<file path="config.mk">
export PLATFORM = sky130hd
export DESIGN_NAME = div_issue_ctrl_flat
export DESIGN_NICKNAME = d
export VERILOG_FILES = /design/src/rtl/div_issue_ctrl_if.sv /design/src/rtl/div_issue_ctrl.sv /design/src/flat_wrapper.sv
export SDC_FILE = /design/constraint.sdc
export NUM_CORES = 1
export LEC_CHECK = 0
export CORE_AREA = 3 3 118 120
export DETAILED_ROUTE_END_ITERATION = 16
export DIE_AREA = 0 0 121 123
export GPL_ROUTABILITY_DRIVEN = 0
export PLACE_DENSITY = 0.84
export RECOVER_POWER = 100
export SYNTH_ARGS = -nofsm -noshare
export SYNTH_HDL_FRONTEND = slang
export SYNTH_SLANG_ARGS = --single-unit
</file>
<file path="constraint.sdc">
create_clock -name clk -period 3 [get_ports clk]
set_input_delay 0.45 -clock clk [delete_from_list [all_inputs] [get_ports clk]]
set_output_delay 0.45 -clock clk [all_outputs]
set_load 0.03 [all_outputs]
</file>
<file path="src/rtl/div_issue_ctrl_if.sv">
// Handshake bundle between the divide sequencer and the signed/unsigned divider IPs.
// Operand tdata is shared by both IPs; each IP has its own valid/ready/dout set.
interface div_issue_ctrl_if #(
  parameter int unsigned DATA_W = 32
);
  logic [DATA_W-1:0]   dividend_tdata;
  logic [DATA_W-1:0]   divisor_tdata;

  logic                s_dividend_tvalid;
  logic                s_divisor_tvalid;
  logic                s_dividend_tready;
  logic                s_divisor_tready;
  logic                s_dout_tvalid;
  logic [2*DATA_W-1:0] s_dout_tdata;

  logic                u_dividend_tvalid;
  logic                u_divisor_tvalid;
  logic                u_dividend_tready;
  logic                u_divisor_tready;
  logic                u_dout_tvalid;
  logic [2*DATA_W-1:0] u_dout_tdata;

  modport master (
    output dividend_tdata, divisor_tdata,
    output s_dividend_tvalid, s_divisor_tvalid,
    input  s_dividend_tready, s_divisor_tready, s_dout_tvalid, s_dout_tdata,
    output u_dividend_tvalid, u_divisor_tvalid,
    input  u_dividend_tready, u_divisor_tready, u_dout_tvalid, u_dout_tdata
  );

  modport slave (
    input  dividend_tdata, divisor_tdata,
    input  s_dividend_tvalid, s_divisor_tvalid,
    output s_dividend_tready, s_divisor_tready, s_dout_tvalid, s_dout_tdata,
    input  u_dividend_tvalid, u_divisor_tvalid,
    output u_dividend_tready, u_divisor_tready, u_dout_tvalid, u_dout_tdata
  );
endinterface

</file>
<file path="src/rtl/div_issue_ctrl.sv">
// Issues one EXE divide to the signed or unsigned divider IP and holds the selected
// quotient/remainder until the pipeline takes it; flushed ops drain the IP silently.
module div_issue_ctrl #(
  parameter int unsigned DATA_W = 32
) (
  input  logic              clk,
  input  logic              reset,
  input  logic              i_op_req,
  input  logic              i_op_signed,
  input  logic              i_op_rem,
  input  logic [DATA_W-1:0] i_op_dividend,
  input  logic [DATA_W-1:0] i_op_divisor,
  input  logic              i_res_ack,
  input  logic              i_flush,
  output logic              o_res_valid,
  output logic [DATA_W-1:0] o_res_data,
  output logic              o_busy,
  div_issue_ctrl_if.master  ip
);

  typedef enum logic [1:0] {S_IDLE, S_ISSUE, S_WAIT, S_DONE} state_t;

  state_t              r_state,  w_state_nxt;
  logic [DATA_W-1:0]   r_dvd,    w_dvd_nxt;
  logic [DATA_W-1:0]   r_dvs,    w_dvs_nxt;
  logic                r_sel,    w_sel_nxt;
  logic                r_rem,    w_rem_nxt;
  logic                r_kill,   w_kill_nxt;
  logic                r_s_dvd_vld, w_s_dvd_vld_nxt;
  logic                r_s_dvs_vld, w_s_dvs_vld_nxt;
  logic                r_u_dvd_vld, w_u_dvd_vld_nxt;
  logic                r_u_dvs_vld, w_u_dvs_vld_nxt;
  logic [DATA_W-1:0]   r_res_data,  w_res_data_nxt;
  logic                r_res_valid, w_res_valid_nxt;
  logic                r_busy,      w_busy_nxt;

  logic                w_dvd_hs, w_dvs_hs, w_dvd_acc, w_dvs_acc;
  logic                w_dout_v;
  logic [2*DATA_W-1:0] w_dout;

  always_ff @(posedge clk) begin
    if (reset) begin
      r_state     <= S_IDLE;
      r_dvd       <= '0;
      r_dvs       <= '0;
      r_sel       <= 1'b0;
      r_rem       <= 1'b0;
      r_kill      <= 1'b0;
      r_s_dvd_vld <= 1'b0;
      r_s_dvs_vld <= 1'b0;
      r_u_dvd_vld <= 1'b0;
      r_u_dvs_vld <= 1'b0;
      r_res_data  <= '0;
      r_res_valid <= 1'b0;
      r_busy      <= 1'b0;
    end else begin
      r_state     <= w_state_nxt;
      r_dvd       <= w_dvd_nxt;
      r_dvs       <= w_dvs_nxt;
      r_sel       <= w_sel_nxt;
      r_rem       <= w_rem_nxt;
      r_kill      <= w_kill_nxt;
      r_s_dvd_vld <= w_s_dvd_vld_nxt;
      r_s_dvs_vld <= w_s_dvs_vld_nxt;
      r_u_dvd_vld <= w_u_dvd_vld_nxt;
      r_u_dvs_vld <= w_u_dvs_vld_nxt;
      r_res_data  <= w_res_data_nxt;
      r_res_valid <= w_res_valid_nxt;
      r_busy      <= w_busy_nxt;
    end
  end

  always_comb begin
    w_state_nxt     = r_state;
    w_dvd_nxt       = r_dvd;
    w_dvs_nxt       = r_dvs;
    w_sel_nxt       = r_sel;
    w_rem_nxt       = r_rem;
    w_kill_nxt      = r_kill;
    w_s_dvd_vld_nxt = r_s_dvd_vld;
    w_s_dvs_vld_nxt = r_s_dvs_vld;
    w_u_dvd_vld_nxt = r_u_dvd_vld;
    w_u_dvs_vld_nxt = r_u_dvs_vld;
    w_res_data_nxt  = r_res_data;

    // Only the selected IP ever has a valid raised, so OR-ing both channels is safe.
    w_dvd_hs  = (r_s_dvd_vld & ip.s_dividend_tready) | (r_u_dvd_vld & ip.u_dividend_tready);
    w_dvs_hs  = (r_s_dvs_vld & ip.s_divisor_tready)  | (r_u_dvs_vld & ip.u_divisor_tready);
    w_dvd_acc = ~(r_s_dvd_vld | r_u_dvd_vld) | w_dvd_hs;
    w_dvs_acc = ~(r_s_dvs_vld | r_u_dvs_vld) | w_dvs_hs;
    w_dout_v  = r_sel ? ip.s_dout_tvalid : ip.u_dout_tvalid;
    w_dout    = r_sel ? ip.s_dout_tdata  : ip.u_dout_tdata;

    unique case (r_state)
      S_IDLE: begin
        if (i_op_req && !i_flush) begin
          w_dvd_nxt       = i_op_dividend;
          w_dvs_nxt       = i_op_divisor;
          w_sel_nxt       = i_op_signed;
          w_rem_nxt       = i_op_rem;
          w_kill_nxt      = 1'b0;
          w_s_dvd_vld_nxt = i_op_signed;
          w_s_dvs_vld_nxt = i_op_signed;
          w_u_dvd_vld_nxt = ~i_op_signed;
          w_u_dvs_vld_nxt = ~i_op_signed;
          w_state_nxt     = S_ISSUE;
        end
      end
      S_ISSUE: begin
        if (w_dvd_hs) begin
          w_s_dvd_vld_nxt = 1'b0;
          w_u_dvd_vld_nxt = 1'b0;
        end
        if (w_dvs_hs) begin
          w_s_dvs_vld_nxt = 1'b0;
          w_u_dvs_vld_nxt = 1'b0;
        end
        if (i_flush) w_kill_nxt = 1'b1;
        if (w_dvd_acc && w_dvs_acc) w_state_nxt = S_WAIT;
      end
      S_WAIT: begin
        if (i_flush) w_kill_nxt = 1'b1;
        // A flush coinciding with dout still cancels the op.
        if (w_dout_v) begin
          if (r_kill || i_flush) begin
            w_state_nxt = S_IDLE;
          end else begin
            w_res_data_nxt = r_rem ? w_dout[DATA_W-1:0] : w_dout[2*DATA_W-1:DATA_W];
            w_state_nxt    = S_DONE;
          end
        end
      end
      S_DONE: begin
        if (i_res_ack || i_flush) w_state_nxt = S_IDLE;
      end
      default: w_state_nxt = S_IDLE;
    endcase

    w_res_valid_nxt = (w_state_nxt == S_DONE);
    w_busy_nxt      = (w_state_nxt != S_IDLE);
  end

  assign o_res_valid          = r_res_valid;
  assign o_res_data           = r_res_data;
  assign o_busy               = r_busy;
  assign ip.dividend_tdata    = r_dvd;
  assign ip.divisor_tdata     = r_dvs;
  assign ip.s_dividend_tvalid = r_s_dvd_vld;
  assign ip.s_divisor_tvalid  = r_s_dvs_vld;
  assign ip.u_dividend_tvalid = r_u_dvd_vld;
  assign ip.u_divisor_tvalid  = r_u_dvs_vld;

endmodule

</file>
<file path="src/flat_wrapper.sv">
// flat-port wrapper written by rule: the top's interface ports become plain ports
module div_issue_ctrl_flat 
#(
  parameter int unsigned DATA_W = 32
)
  (clk, reset, i_op_req, i_op_signed, i_op_rem, i_op_dividend, i_op_divisor, i_res_ack, i_flush, o_res_valid, o_res_data, o_busy, ip_dividend_tdata, ip_divisor_tdata, ip_s_dividend_tvalid, ip_s_divisor_tvalid, ip_s_dividend_tready, ip_s_divisor_tready, ip_s_dout_tvalid, ip_s_dout_tdata, ip_u_dividend_tvalid, ip_u_divisor_tvalid, ip_u_dividend_tready, ip_u_divisor_tready, ip_u_dout_tvalid, ip_u_dout_tdata);
  div_issue_ctrl_if #(.DATA_W(DATA_W)) ip_i ();
  input  logic clk;
  input  logic reset;
  input  logic i_op_req;
  input  logic i_op_signed;
  input  logic i_op_rem;
  input  logic [DATA_W-1:0] i_op_dividend;
  input  logic [DATA_W-1:0] i_op_divisor;
  input  logic i_res_ack;
  input  logic i_flush;
  output logic o_res_valid;
  output logic [DATA_W-1:0] o_res_data;
  output logic o_busy;
  output wire logic [$bits(ip_i.dividend_tdata)-1:0] ip_dividend_tdata;
  output wire logic [$bits(ip_i.divisor_tdata)-1:0] ip_divisor_tdata;
  output wire logic [$bits(ip_i.s_dividend_tvalid)-1:0] ip_s_dividend_tvalid;
  output wire logic [$bits(ip_i.s_divisor_tvalid)-1:0] ip_s_divisor_tvalid;
  input wire logic [$bits(ip_i.s_dividend_tready)-1:0] ip_s_dividend_tready;
  input wire logic [$bits(ip_i.s_divisor_tready)-1:0] ip_s_divisor_tready;
  input wire logic [$bits(ip_i.s_dout_tvalid)-1:0] ip_s_dout_tvalid;
  input wire logic [$bits(ip_i.s_dout_tdata)-1:0] ip_s_dout_tdata;
  output wire logic [$bits(ip_i.u_dividend_tvalid)-1:0] ip_u_dividend_tvalid;
  output wire logic [$bits(ip_i.u_divisor_tvalid)-1:0] ip_u_divisor_tvalid;
  input wire logic [$bits(ip_i.u_dividend_tready)-1:0] ip_u_dividend_tready;
  input wire logic [$bits(ip_i.u_divisor_tready)-1:0] ip_u_divisor_tready;
  input wire logic [$bits(ip_i.u_dout_tvalid)-1:0] ip_u_dout_tvalid;
  input wire logic [$bits(ip_i.u_dout_tdata)-1:0] ip_u_dout_tdata;
  assign ip_dividend_tdata = ip_i.dividend_tdata;
  assign ip_divisor_tdata = ip_i.divisor_tdata;
  assign ip_s_dividend_tvalid = ip_i.s_dividend_tvalid;
  assign ip_s_divisor_tvalid = ip_i.s_divisor_tvalid;
  assign ip_i.s_dividend_tready = ip_s_dividend_tready;
  assign ip_i.s_divisor_tready = ip_s_divisor_tready;
  assign ip_i.s_dout_tvalid = ip_s_dout_tvalid;
  assign ip_i.s_dout_tdata = ip_s_dout_tdata;
  assign ip_u_dividend_tvalid = ip_i.u_dividend_tvalid;
  assign ip_u_divisor_tvalid = ip_i.u_divisor_tvalid;
  assign ip_i.u_dividend_tready = ip_u_dividend_tready;
  assign ip_i.u_divisor_tready = ip_u_divisor_tready;
  assign ip_i.u_dout_tvalid = ip_u_dout_tvalid;
  assign ip_i.u_dout_tdata = ip_u_dout_tdata;
  div_issue_ctrl #(.DATA_W(DATA_W)) u_core (.clk(clk), .reset(reset), .i_op_req(i_op_req), .i_op_signed(i_op_signed), .i_op_rem(i_op_rem), .i_op_dividend(i_op_dividend), .i_op_divisor(i_op_divisor), .i_res_ack(i_res_ack), .i_flush(i_flush), .o_res_valid(o_res_valid), .o_res_data(o_res_data), .o_busy(o_busy), .ip(ip_i));
endmodule
</file>
==> results of run 1 <==
[layer usage]
layer	part of all wire [%]	up-vias	wire length [microns]
li1	-	2390	-
met1	37	2268	6100
met2	52	192	8640
met3	9.4	15	1550
met4	1.2	0	202
met5	0	-	0
[power by group through the flow]
stage	sequential, mW	combinational [mW]	clock [mW]
5_1_grt	1.51	0.770	1.23
2_1_floorplan	1.62	0.229	0
3_5_place_dp	1.54	0.740	0
4_1_cts	1.50	0.744	1.17
3_3_place_gp	1.53	0.732	0
6_report	1.50	0.721	1.13
[stage by stage]
step / total power [mW] / area, sq um
2_1_floorplan: 1.85 / 4700
4_1_cts: 3.42 / 8180
5_1_grt: 3.51 / 8170
3_5_place_dp: 2.28 / 7890
6_report: 3.35 / 8170
3_3_place_gp: 2.26 / 7890
[worst max-delay path: cells and delay by family, from the launching register on]
family / cells / cell delay [ns]
buffers and inverters: 2 / 0.49
AOI/OAI and AO/OA: 1 / 0.13
DFF: 1 / 0.39
and+or+nand+nor: 2 / 0.96
adders and majority gates: 1 / 0.22
[cells by family (layout without fill, tap and decap cells)]
logic type      count (synthesis)  in the layout  synth area share, %
buf+inv                        46            335                 4.63
mux                            35             35                 16.1
simple gates                  221            221                 18.5
compound gates                119            119                 13.9
fa+ha+maj                       5              5                 1.33
flops                         107            107                 45.6
[cell type report]
class / instances / area [sq um]
clock buffers: 12 / 267
clock inverters: 4 / 23.8
repair buffers: 316 / 3170
flip-flops and latches: 107 / 2140
fillers: 1106 / 4920
multi-input cells: 380 / 2330
well taps: 176 / 220
inverters: 3 / 11.3
[synth_stat cells, types with 2 or more instances]
cell type | count | area, sq um
nand2_1 | 202 | 758
dfxtp_1 | 107 | 2140
a21oi_1 | 105 | 526
mux4_2 | 32 | 721
clkbuf_1 | 22 | 82.6
buf_2 | 12 | 60.1
nor2_1 | 6 | 22.5
ha_1 | 5 | 62.6
buf_4 | 4 | 30.0
buf_1 | 3 | 11.3
inv_1 | 3 | 11.3
nor3_1 | 3 | 15.0
o21ai_0 | 3 | 15.0
a22oi_1 | 2 | 15.0
buf_6 | 2 | 22.5
mux2i_1 | 2 | 20.0
nand3b_1 | 2 | 15.0
o2bb2ai_1 | 2 | 17.5
[worst paths after layout]
path                                                                start                                   endpoint  cells after the start
worst max-delay path                         u_core.r_state[1]$_SDFF_PP0_   u_core.ip.divisor_tdata[10]$_SDFFE_PP0P_                      6
worst max register to register               u_core.r_state[1]$_SDFF_PP0_   u_core.ip.divisor_tdata[10]$_SDFFE_PP0P_                      6
worst min register to register  u_core.ip.dividend_tdata[24]$_SDFFE_PP0P_  u_core.ip.dividend_tdata[24]$_SDFFE_PP0P_                      2
worst min-delay path            u_core.ip.dividend_tdata[24]$_SDFFE_PP0P_  u_core.ip.dividend_tdata[24]$_SDFFE_PP0P_                      2
[placed cells by master, fill, tap and decap left out, types with 2 or more instances in the layout]
cell	count
a21oi_1	105
a22oi_1	2
buf_12	3
buf_4	7
clkbuf_16	9
clkbuf_8	3
clkdlybuf4s50_1	203
clkinv_2	3
dfxtp_1	107
dlygate4sd3_1	102
ha_1	5
inv_1	3
mux2i_1	2
mux4_2	32
nand2_1	202
nand3b_1	2
nor2_1	6
nor3_1	3
o21ai_0	3
o2bb2ai_1	2
[registers in the layout, summed over array words and instances, names as in the netlist, 2 cells and up]
name,count
u_core.r_state,2
u_core.ip.divisor_tdata,32
u_core.ip.dividend_tdata,32
u_core.o_res_data,32
==> reports/metrics.cfg, run 1 <==
[outcome]
status = complete, no violations

[min_path]
worstHoldPathType = flop to flop

[power]
power.internal_mw = 2.51
p_clk_share_pct = 33.7
p_switching_mw = 0.840
combPwrFrac_pct = 21.5
peakVddDrop_uv = 365
switching_share_pct = 25.1
p_seq_share_pct = 44.8
power_density_nw_per_um2 = 410
power.leakage_nw = 3.15

[clocking]
clk_latency_ns = 0.33
cts_sinks = 107
cts_tree = done
clk_pin_slew_ns = 0.07
cts_hold_buf = 0
clk_path_buf_depth = 2
cts_buffers = 9
ctsResizeCount = 0
postCtsSetupRepairBufs = 0
cts_htree_levels = 3
clockRootBuffer = clkbuf_16

[floorplan]
die_x_microns = 121
pin_count = 307
die_y_microns = 123
core-area_sq_um = 13100
rows = 42
die-area_sq_um = 14900
initial_utilization_pct = 35.9

[worst_setup_path]
arrival_ns = 2.53
reg2reg_slack_ns = 0.73
cp-end-kind = flop
required_ns = 3.27
crit_fanout = 25
path_cells = inv_1 -> ha_1 -> and3b_1 -> buf_4 -> nand2_1 -> a21oi_1
worstSetupPathType = flop to flop
critPathSlowestCell = and3b_1
cp_slowest_stage_delay_ns = 0.87
critPathLaunchType = flop

[detailed_routing]
drc = 0
vias_per_cell = 4.87
ant_nets = 0
finalWirelength_mm = 16.5
routedWlPerCell_microns = 16.5
dr.pass1.iters = 4
via_count = 4865
drtIter0Drc = 243

[sta]
slew_headroom_pct = 30.5
tightest_slew_ns = 1.04
period_share_pct = 75.5
setup-tns-final_ns = 0
max_freq_ghz = 0.441
whs_ns = 0.449
period_needed_ns = 2.27
rsz0062_at_grt = false
setup_viol = 0
drv_slew = 0
timing.final.ws_setup_ns = 0.735
final-hold-violation-count = 0
skew_ns = 0.00713

[yosys]
ys_ff_latch = 107
synthFlopType = dfxtp_1
syn_nets = 743
synthDistinctLibCells = 34
synth_area_sq_um = 4700
synth-edff-count = 0
avgSynthCellArea_sq_um = 8.81
synth_seq_area_share_pct = 45.6
synth-async-reset-ratio_pct = 0
ys_warn_count = 0
syn_inst = 533

[global_routing]
grtUsageMet2_pct = 39.3
antenna_found_initial = 0
grt_pass1_wl_mm = 25.2
grt_pass1_vias = 4851
met1_usage_pct = 23.1
busiest_layer = met2
grtUsageMet3_pct = 7.96
grt_max_degree = 71
overflow = 0
grt_use_total_pct = 21.2

[final_layout]
nets = 1027
antenna_cells = 0
utilization_pct = 62.4
syn_to_final_growth_pct = 73.9
drive_gt1_share_pct = 7.30
layout.cells.non_filler = 998

[place]
place_inst = 982
dp_hpwl_mm = 12.7
portBuffers = 306
pre_cts_ws_ns = 0.776

[flow_run]
max_cap_violations = 0

No activity file was read; power rests on OpenSTA's default activity.
==> run 2: changes to the inputs <==
- CORE_AREA: 3 3 118 120 -> unset
- CORE_MARGIN: unset -> 3
- CORE_UTILIZATION: unset -> 36
- DIE_AREA: 0 0 121 123 -> unset
- clock period: 3 -> 2.38 ns (I/O delays scaled with it)
==> run 2 against run 1 <==
  * Largest power group unchanged
  * Clock-buffer cell count is 1 lower
  * Clock skew is 0.0033 ns higher
  * Register-to-register slack worse by 0.45 ns
  * Critical endpoint is now u_core.ip.dividend_tdata[22]$_SDFFE_PP0P_
  * Sequential cell count stayed put
  * Utilization is 2.2 points higher
  * Maximum frequency is 8.4% higher
  * Via count is 0.16% higher
  * Clock power is 30% higher
  * Highest routed layer unchanged
==> reports/metrics.cfg, run 2 (synthesized netlist as in run 1, its figures left out) <==
[power]
peakVddDrop_uv = 378  ; was 365 uV
power.leakage_nw = 3.16  ; was 3.15 nW
power_density_nw_per_um2 = 521  ; was 410 nW/um^2
totalPowerFinal_mw = 4.27  ; was 3.35 mW

[final_layout]
num-fill-cells = 1090  ; was 1106
regArea_sq_um = 2140  ; about the same
drive_gt1_share_pct = 7.53  ; was 7.30%
nets = 1029  ; was 1027
final_common_cell = clkdlybuf4s50_1  ; unchanged
antenna_cells = 0  ; unchanged
multi_input_area_sq_um = 2340  ; was 2330 sq um
final_cell_area_sq_um = 8190  ; was 8170 sq um
syn_to_final_growth_pct = 74.2  ; was 73.9%
layout_common_cells = clkdlybuf4s50_1 (203), nand2_1 (202), dfxtp_1 (106)  ; was clkdlybuf4s50_1 (203), nand2_1 (202), dfxtp_1 (107)

[floorplan]
die-area_sq_um = 14500  ; was 14900 sq um
pin_count = 307  ; unchanged
initial_utilization_pct = 37.1  ; was 35.9%
core-area_sq_um = 12700  ; was 13100 sq um
rows = 41  ; was 42
die_y_microns = 120  ; was 123 microns
die_x_microns = 120  ; was 121 microns

[place]
portBuffers = 306  ; unchanged
placed_area_sq_um = 7910  ; was 7890 sq um
pre_cts_ws_ns = 0.422  ; was 0.776 ns
dp_hpwl_mm = 12.7  ; about the same

[sta]
period_share_pct = 87.8  ; was 75.5%
whs_ns = 0.448  ; was 0.449 ns
slew_headroom_pct = 49.6  ; was 30.5%
setup_viol = 0  ; unchanged
skew_ns = 0.0104  ; was 0.00713 ns
period_needed_ns = 2.09  ; was 2.27 ns
setup-tns-final_ns = 0  ; unchanged
timing.final.ws_setup_ns = 0.289  ; was 0.735 ns
max_freq_ghz = 0.478  ; was 0.441 GHz
rsz0062_at_grt = false  ; unchanged
drv_slew = 0  ; unchanged
tightest_slew_ns = 0.756  ; was 1.04 ns
final-hold-violation-count = 0  ; unchanged

[worst_setup_path]
critPathSlowestCell = clkbuf_2  ; was and3b_1
crit_end = u_core.ip.dividend_tdata[22]$_SDFFE_PP0P_  ; was u_core.ip.divisor_tdata[10]$_SDFFE_PP0P_
r2r_start = u_core.r_state[0]$_SDFF_PP0_  ; was u_core.r_state[1]$_SDFF_PP0_
worstSetupPathType = flop to flop  ; unchanged
r2r-end = u_core.ip.dividend_tdata[22]$_SDFFE_PP0P_  ; was u_core.ip.divisor_tdata[10]$_SDFFE_PP0P_
r2r.worst_path.cells = 6  ; unchanged
required_ns = 2.66  ; was 3.27 ns
crit_fanout = 38  ; was 25
cp_slowest_stage_delay_ns = 0.62  ; was 0.87 ns
cp-end-kind = flop  ; unchanged
crit_start = u_core.r_state[0]$_SDFF_PP0_  ; was u_core.r_state[1]$_SDFF_PP0_
arrival_ns = 2.37  ; was 2.53 ns
reg2reg_slack_ns = 0.29  ; was 0.73 ns
critPathLaunchType = flop  ; unchanged
path_cells = inv_1 -> ha_1 -> and3b_1 -> clkbuf_2 -> nand2_1 -> a21oi_1  ; was inv_1 -> ha_1 -> and3b_1 -> buf_4 -> nand2_1 -> a21oi_1

[detailed_routing]
dr.pass1.iters = 5  ; was 4
routedWlPerCell_microns = 16.4  ; was 16.5 microns
via_count = 4873  ; was 4865
ant_nets = 0  ; unchanged
drc = 0  ; unchanged
vias_per_cell = 4.90  ; was 4.87
finalWirelength_mm = 16.3  ; was 16.5 mm
drtIter0Drc = 273  ; was 243

[clocking]
clk_latency_ns = 0.34  ; was 0.33 ns
clockRootBuffer = clkbuf_16  ; unchanged
cts_htree_levels = 3  ; unchanged
cts_buffers = 9  ; unchanged
cts_sinks = 107  ; unchanged
cts_tree = done  ; unchanged
ctsResizeCount = 0  ; unchanged
clk_path_buf_depth = 2  ; unchanged
cts_hold_buf = 0  ; unchanged
clk_pin_slew_ns = 0.07  ; about the same
postCtsSetupRepairBufs = 0  ; unchanged

[global_routing]
grt_pass1_wl_mm = 25.0  ; was 25.2 mm
met1_usage_pct = 23.8  ; was 23.1%
grtUsageMet3_pct = 8.19  ; was 7.96%
busiest_layer = met2  ; unchanged
grt_use_total_pct = 21.9  ; was 21.2%
grt_pass1_vias = 4745  ; was 4851
grt_max_degree = 52  ; was 71
antenna_found_initial = 0  ; unchanged
grtUsageMet2_pct = 39.8  ; was 39.3%
overflow = 0  ; unchanged

[outcome]
status = complete, no violations  ; unchanged

[flow_run]
max_cap_violations = 0  ; unchanged

[min_path]
worstHoldPathType = flop to flop  ; unchanged

run 2: how the worst min path moves through the flow:
stage	from	end	slack (ns)	depth (start not counted)
after floorplan	i_op_signed	u_core.r_sel$_SDFFE_PP0P_	0.49	2
final	u_core.o_res_data[11]$_SDFFE_PP0P_	u_core.o_res_data[11]$_SDFFE_PP0P_	0.45	2
after detailed placement	u_core.ip.dividend_tdata[17]$_SDFFE_PP0P_	u_core.ip.dividend_tdata[17]$_SDFFE_PP0P_	0.45	2
after CTS	u_core.o_res_data[27]$_SDFFE_PP0P_	u_core.o_res_data[27]$_SDFFE_PP0P_	0.46	2
after global routing	u_core.ip.dividend_tdata[17]$_SDFFE_PP0P_	u_core.ip.dividend_tdata[17]$_SDFFE_PP0P_	0.47	2
after global placement	u_core.ip.dividend_tdata[18]$_SDFFE_PP0P_	u_core.ip.dividend_tdata[18]$_SDFFE_PP0P_	0.44	2
run 2: critical path: cells and delay by family, from the launching register on:
kind	cells	cell delay (ns)
flip-flops	1	0.40
adder cells (fa/ha/maj)	1	0.25
buffers and inverters	2	0.78
AND/OR/NAND/NOR	2	0.44
AO/OA/AOI/OAI	1	0.15
run 2: layer usage:
metal / up-vias / part of all wire [%]
li1: 2387 / -
met1: 2275 / 38
met2: 187 / 52
met3: 24 / 8.9
met4: 0 / 1.7
met5: - / 0
run 2: final cells by class:
class,instances,area share (%)
well taps,172,2.63
repair buffers,318,38.9
inverters,3,0.138
multi-input cells,380,28.6
clock buffers,11,2.97
flip-flops and latches,107,26.2
clock inverters,4,0.627
run 2: per-stage QoR:
step	utilization (%)	std cells
floorplan	-	533
global placement	62.4	980
detailed placement	62.4	980
CTS	64.7	995
global route	64.6	995
finish	64.6	995
run 2: power by group:
| group | internal, mW | leakage [nW] | total (mW) | switching (mW) |
|---|---|---|---|---|
| Sequential | 1.85 | 0.870 | 1.89 | 0.0378 |
| Clock | 0.839 | 0.142 | 1.47 | 0.630 |
| Combinational | 0.517 | 2.15 | 0.905 | 0.388 |
